File: src/rtl/cu_pkg.sv
// Shared definitions for the control-unit sequencer: control-word field positions,
// canned control words, phase encoding and PC function selects.
package cu_pkg;

    localparam int CU_CW_W = 33;

    localparam int CW_ALU_EN    = 32;
    localparam int CW_ALU_BS    = 31;
    localparam int CW_ALU_FS_MSB = 30;
    localparam int CW_ALU_FS_LSB = 26;
    localparam int CW_RF_B_EN   = 25;
    localparam int CW_RF_SA_LSB = 20;
    localparam int CW_RF_SB_LSB = 15;
    localparam int CW_RF_DA_LSB = 10;
    localparam int CW_RF_W      = 9;
    localparam int CW_RAM_EN    = 8;
    localparam int CW_RAM_W     = 7;
    localparam int CW_PC_EN     = 6;
    localparam int CW_PC_FS_MSB = 5;
    localparam int CW_PC_FS_LSB = 4;
    localparam int CW_PC_IS     = 3;
    localparam int CW_STATUS_LD = 2;
    localparam int CW_NS_MSB    = 1;
    localparam int CW_NS_LSB    = 0;

    localparam logic [1:0] PC_HOLD = 2'b00;
    localparam logic [1:0] PC_INC  = 2'b01;
    localparam logic [1:0] PC_REL  = 2'b10;

    // alu_fs all-ones is the ALU's pass-through/idle function; everything else off.
    localparam logic [CU_CW_W-1:0] NOP_CW   = CU_CW_W'(5'b11111) << CW_ALU_FS_LSB;
    localparam logic [CU_CW_W-1:0] FETCH_CW = NOP_CW | (CU_CW_W'(1) << CW_RAM_EN);

    typedef enum logic [1:0] {
        PH_FETCH = 2'd0,
        PH_EXEC  = 2'd1,
        PH_FAULT = 2'd2
    } phase_t;

endpackage

File: src/rtl/cu_status_reg.sv
// Five-bit status flag register with load enable and synchronous active-low reset.
module cu_status_reg (
    input  logic       clock,
    input  logic       reset_n,
    input  logic       load,
    input  logic [4:0] d,
    output logic [4:0] q
);

    // NOTE: sequential state uses non-blocking assignments only; blocking here would
    // create order-dependent simulation races with any reader of q in another block.
    always_ff @(posedge clock) begin
        if (!reset_n) begin
            q <= 5'b0;
        end else if (load) begin
            q <= d;
        end
    end

endmodule

File: src/rtl/cu_sequencer.sv
// Multi-cycle control sequencer: fetch handshake into IR, exec-state stepping for the
// decoder bank, control-word gating onto the datapath, and sticky fault on bad decode/overrun.
module cu_sequencer
    import cu_pkg::*;
#(
    parameter int CW_W     = CU_CW_W,
    parameter int MAX_EXEC = 4
) (
    input  logic            clock,
    input  logic            reset_n,
    input  logic [31:0]     mem_data,
    input  logic            mem_ready,
    input  logic [CW_W-1:0] dec_cw,
    input  logic [63:0]     dec_K,
    input  logic            dec_valid,
    input  logic [4:0]      status_in,
    output logic [31:0]     ir,
    output logic [1:0]      state,
    output logic [4:0]      status,
    output logic [CW_W-1:0] cw_out,
    output logic [63:0]     K_out,
    output logic            fetching,
    output logic            fault
);

    localparam int CNT_W = $clog2(MAX_EXEC) + 1;
    localparam logic [CNT_W-1:0] EXEC_LIMIT = CNT_W'(MAX_EXEC);

    phase_t           phase_q, phase_d;
    logic [31:0]      ir_q;
    logic [1:0]       state_q, state_d;
    logic [CNT_W-1:0] exec_cnt_q, exec_cnt_d, exec_cnt_inc;
    logic             ir_load;
    logic             status_load;

    assign exec_cnt_inc = exec_cnt_q + 1'b1;

    // NOTE: every output of this block gets a default before the case so no path
    // leaves a signal unassigned, which would otherwise infer a latch.
    always_comb begin
        phase_d     = phase_q;
        state_d     = state_q;
        exec_cnt_d  = exec_cnt_q;
        ir_load     = 1'b0;
        status_load = 1'b0;
        cw_out      = NOP_CW;
        K_out       = '0;

        case (phase_q)
            PH_FETCH: begin
                cw_out = FETCH_CW;
                // The PC only advances for a handshake that will actually be captured.
                if (mem_ready && reset_n) begin
                    cw_out[CW_PC_FS_MSB:CW_PC_FS_LSB] = PC_INC;
                    ir_load    = 1'b1;
                    state_d    = 2'b00;
                    exec_cnt_d = '0;
                    phase_d    = PH_EXEC;
                end
            end

            PH_EXEC: begin
                K_out = dec_K;
                if (!dec_valid) begin
                    phase_d = PH_FAULT;
                    state_d = 2'b00;
                end else begin
                    cw_out      = dec_cw;
                    status_load = dec_cw[CW_STATUS_LD];
                    if (dec_cw[CW_NS_MSB:CW_NS_LSB] == 2'b00) begin
                        phase_d = PH_FETCH;
                        state_d = 2'b00;
                    end else if (exec_cnt_inc == EXEC_LIMIT) begin
                        phase_d = PH_FAULT;
                        state_d = 2'b00;
                    end else begin
                        state_d    = dec_cw[CW_NS_MSB:CW_NS_LSB];
                        exec_cnt_d = exec_cnt_inc;
                    end
                end
            end

            default: begin
                // FAULT and the unused encoding both park here until reset.
                phase_d = PH_FAULT;
                state_d = 2'b00;
            end
        endcase
    end

    always_ff @(posedge clock) begin
        if (!reset_n) begin
            phase_q    <= PH_FETCH;
            ir_q       <= 32'b0;
            state_q    <= 2'b00;
            exec_cnt_q <= '0;
        end else begin
            phase_q    <= phase_d;
            state_q    <= state_d;
            exec_cnt_q <= exec_cnt_d;
            if (ir_load) begin
                ir_q <= mem_data;
            end
        end
    end

    cu_status_reg u_status_reg (
        .clock   (clock),
        .reset_n (reset_n),
        .load    (status_load),
        .d       (status_in),
        .q       (status)
    );

    assign ir       = ir_q;
    assign state    = state_q;
    assign fetching = (phase_q == PH_FETCH);
    assign fault    = (phase_q == PH_FAULT);

endmodule

File: config.mk
export PLATFORM = sky130hd
export DESIGN_NAME = cu_sequencer
export DESIGN_NICKNAME = d
export VERILOG_FILES = /design/src/rtl/cu_pkg.sv /design/src/rtl/cu_status_reg.sv /design/src/rtl/cu_sequencer.sv
export SDC_FILE = /design/constraint.sdc
export NUM_CORES = 1
export LEC_CHECK = 0
export ABC_CLOCK_PERIOD_IN_PS = 3900
export CAP_MARGIN = 20
export CORE_AREA = 4 4 105 107
export CTS_BUF_LIST = sky130_fd_sc_hd__clkbuf_4 sky130_fd_sc_hd__clkbuf_8
export DETAILED_ROUTE_END_ITERATION = 8
export DIE_AREA = 0 0 109 111
export DONT_BUFFER_PORTS = 1
export GPL_TIMING_DRIVEN = 0
export MAX_ROUTING_LAYER = met4
export PLACE_DENSITY = 0.33
export SYNTH_ARGS = -nofsm -noshare
export SYNTH_HDL_FRONTEND = slang
export SYNTH_SLANG_ARGS = --single-unit
File: constraint.sdc
create_clock -name clock -period 3.9 [get_ports clock]
set_input_delay 0.78 -clock clock [delete_from_list [all_inputs] [get_ports clock]]
set_output_delay 0.78 -clock clock [all_outputs]
set_load 0.03 [all_outputs]
# Word level (Yosys, flattened, before mapping)
# Index checks and enable logic that the tools add are counted.
[op_classes]
n_eq_ne = 8
n_mux = 23
n_reduce_logical = 6
n_addsub = 1
[ops]
columns = ["op", "n"]
rows = [
  ["33-bit one-hot mux with 2 select lines", 1],
  ["64-bit 2-to-1 mux", 1],
  ["33-bit 2-to-1 mux", 1],
  ["2-bit 2-to-1 mux", 8],
  ["3-bit 2-to-1 mux", 4],
  ["2-bit one-hot mux with 2 select lines", 2],
  ["2-bit != test, second input constant", 3],
  ["3-bit one-hot mux with 2 select lines", 1],
  ["1-bit 2-to-1 mux", 5],
  ["5-bit AND reduction", 1],
  ["2-bit zero test", 2],
  ["4-bit != test, second input constant", 1],
  ["3-bit by 1-bit adder with 3-bit output, second input constant", 1],
  ["3-bit == test, second input constant", 1],
  ["2-bit by 1-bit == test with 1-bit output, second input constant", 1],
  ["2-bit == test, second input constant", 1],
  ["2-bit by 1-bit != test with 1-bit output, second input constant", 1],
  ["2-bit AND reduction", 1],
  ["2-bit nonzero test", 1],
  ["1-bit logical AND", 1],
]
[totals]
output_inout_bits = 138
word_cells = 43
regBits = 44

# Logic depth before layout (Yosys ltp)
[logic_depth]
depth_word = 6
mapped_depth = 6
depth_no_buf = 4

# By module
# From an unflattened synthesis, not the netlist that was laid out.
[hier_totals]
cells_unflattened = 309
hier_area_um2 = 2536.2
[by_module_without_submodules]
columns = ["module", "cells_per_inst", "instances", "area_each_um2"]
rows = [
  ["cu_sequencer", 293, 1, 2343.5],
  ["cu_status_reg", 16, 1, 192.7],
]

# Worst setup path after synthesis
# OpenSTA, ideal clock, no wires.
[synth_path]
kind = "input to output"
startpoint = "input dec_valid"
endpoint = "output cw_out[2]"
t_required_ps = 3120
path_buffers = 1
t_arrival_ps = 1561
cell_stages = 3
path_slack_ps = 1559
path_cell_list = "buf_2 > nand4b_1 > inv_1"
[synth_between]
elab_chain_len = 2
[synth_rtl]
columns = ["item", "line_no", "source"]
rows = [
  ["from (decl)", "cu_sequencer.sv:15", "input logic dec_valid,"],
  ["33-bit 2-to-1 mux", "cu_sequencer.sv:64", "if (!dec_valid) begin"],
  ["33-bit one-hot mux with 2 select lines", "cu_sequencer.sv:49", "case (phase_q)"],
  ["to (decl)", "cu_sequencer.sv:20", "output logic [CW_W-1:0] cw_out,"],
]
# Every way passes these cells.

# Final worst setup path
[layout_path]
startpoint = "register phase_q[0]"
endpoint = "output cw_out[20]"
[layout_between]
elab_chain_len = 2
[layout_rtl]
columns = ["item", "line_no", "source"]
rows = [
  ["from (decl)", "cu_sequencer.sv:29", "phase_t phase_q, phase_d;"],
  ["from (signal assigned)", "cu_sequencer.sv:98", "phase_q <= phase_d;"],
  ["2-bit by 1-bit == test with 1-bit output or 2-bit zero test (tied branches)", "cu_sequencer.sv:49", ""],
  ["33-bit one-hot mux with 2 select lines (*)", "cu_sequencer.sv:49", ""],
]
# Every way passes the cells marked *; elsewhere a longest branch is shown, timed or not.

==> flow_summary.ini <==
[status]
status = finished, final reports clean

[timing]
tightest_slew_ns = 0.645
fin_crit_ns = 2.62
max_freq_ghz = 0.382
finClkSkew_ns = 0.00719
drv_slew = 0
fin_ws_ns = 1.28
timing.final.crit_share = 0.671
whs_ns = 0.494
fin_setup_tns_ns = 0
setup_viol = 0
rsz0062_at_grt = no
slew_headroom = 0.571
finalHoldViolations = 0

[clocking]
cts_sinks = 44
postCtsHoldBufs = 0
cts_buffers = 5
clock_path_buffers = 2
clk_latency_ns = 0.30
cts_resized = 0
clkTransAtPathRegs_ns = 0.09
cts_setup_buffers = 0
cts_tree = built
htreeDepth = 2
clock-root-buffer = clkbuf_8

[die]
io_pins = 276
die_w_um = 109
rows = 37
die_h_um = 111
dieArea_mm2 = 0.0121
core-area_mm2 = 0.0101
start_util = 0.239

[critical_path]
slowest_delay_ns = 0.43
critPathCaptureType = output pin
crit_chain = buf_6, nor2b_1, buf_4, clkbuf_1, and3_1
critPathTopFamily = buffers and inverters
cp.required_ns = 3.12
arrival_ns = 1.84
critPathLaunchType = flop
path_buf_inv = 3
cp_max_fo = 10
path_class = reg -> out
crit_slowest_cell = and3_1

[routing]
ant_nets = 0
drt_first_pass_iters = 4
vias = 2129
drc_errors = 0
wl_per_cell_um = 20.6
via_per_inst = 4.60
drt_iter0_markers = 93
wl_met2_um = 4300
highest_layer = met4
met1_length_um = 3860
wl_met3_um = 1340
drt-total-wl_um = 9560

[placement]
gp_congestion = 0.803
port_buffers = 0
place_ws_ns = 1.40
post-dp-hpwl_um = 7970

[hold_path]
hold_class = reg -> reg

[power_and_ir_drop]
vdd_drop_max_mv = 0.137
total_leakage_power_uw = 0.00130
p_per_area_mw_per_mm2 = 405
power_uw = 1100

[global_route]
antenna_found_initial = 9
track_usage = 0.146
grt_pass1_wl_um = 12900
grt_overflow = 0
grt_pass1_vias = 2033
grt_max_degree = 15

[synth]
synth.area.top_cells = dfxtp_1 (36%), and2_1 (17%), nand2_1 (10%), nand3_1 (6.8%), and3_1 (5.9%)
async_reset_ff_frac = 0
syn_nets = 450
synth_seq_cells = 44
syn-instance-count = 310
synth_ff_type = dfxtp_1
synth_top_area_frac = 0.364
ys_types = 31
syn_area_mm2 = 0.00242
synth_edf_count = 0
yosysTopAreaCell = dfxtp_1
ys_seq_area_frac = 0.364
postSynthAreaPerCell_um2 = 7.81
yosys_warnings = 0

[layout]
multi_input_area_mm2 = 0.00136
fill_cells = 1113
final-seq-area_um2 = 881
drive_above_1_share = 0.107
layout.nets = 457
syn2layout_area_growth_pct = 12.6
layout_common_cells = and2_1 (66), nand2_1 (66), dfxtp_1 (44)
utilization = 0.269

[job]
drv_cap = 0
Yosys cell counts (2+ instances only):
cell,instances
buf_6,6
a211oi_1,2
dfxtp_1,44
inv_1,4
and2_1,66
mux2i_1,8
nand3_2,4
nor2b_1,7
and3_1,23
clkbuf_1,13
nand3_1,33
nand2_1,66
o21a_1,3
nor2_1,3
or2_2,5
buf_2,7
ha_1,2
report_power, final:
part / internal [uW] / total, uW / switching (uW)
Sequential: 476 / 545 / 69.4
Clock: 190 / 357 / 167
Combinational: 51.6 / 202 / 150
Total: 718 / 1100 / 387
state kept, by name (all words and copies together), names as in the netlist:
| name | flops |
|---|---|
| ir | 32 |
| u_status_reg.q | 5 |
| exec_cnt_q | 3 |
| phase_q | 2 |
| state | 2 |
worst reg2reg max path, stage by stage, from the launching register on:
cell and delay [ns]:
dfxtp_1 0.35, ha_1 0.21, xor2_1 0.20, a221oi_4 0.43
mux2i_1 0.24
kinds of logic (layout without fill, tap and decap cells):
| family | after synthesis | after routing | share of synthesized area |
|---|---|---|---|
| buf+inv | 32 | 40 | 0.0734 |
| flops | 44 | 44 | 0.364 |
| simple gates | 213 | 213 | 0.478 |
| mux | 8 | 8 | 0.0331 |
| compound gates | 10 | 10 | 0.0377 |
| fa+ha+maj | 2 | 2 | 0.0103 |
| other cells | 0 | 9 | 0 |
| xor+xnor | 1 | 1 | 0.00362 |
final timing paths:
check | start | to | slack, ns | depth (start not counted)
worst min-delay path | exec_cnt_q[2] | exec_cnt_q[2] | 0.49 | 2
worst min register to register | exec_cnt_q[2] | exec_cnt_q[2] | 0.49 | 2
worst max-delay path | phase_q[0] | cw_out[20] | 1.28 | 5
worst max register to register | exec_cnt_q[0] | exec_cnt_q[0] | 2.41 | 4
metrics by stage:
| stage | std cells | area, um2 |
|---|---|---|
| 2_1_floorplan | 310 | 2420 |
| 3_3_place_gp | 446 | 2590 |
| 3_5_place_dp | 446 | 2590 |
| 4_1_cts | 454 | 2700 |
| 5_1_grt | 463 | 2720 |
| 6_report | 463 | 2720 |
layout make-up:
class                           count  area share
Clock buffer                        5      0.0253
Sequential cell                    44       0.323
Antenna cell                        9     0.00827
Inverter                            4     0.00551
Multi-Input combinational cell    234       0.500
Clock inverter                      3      0.0156
Tap cell                          136      0.0625
Buffer                             28      0.0597
metal layers:
metal	track usage	vias up
li1	-	1027
met1	0.171	961
met2	0.219	139
met3	0.0815	2
met4	0.0278	0
met5	-	-
Power figures use the tool's default switching activity.
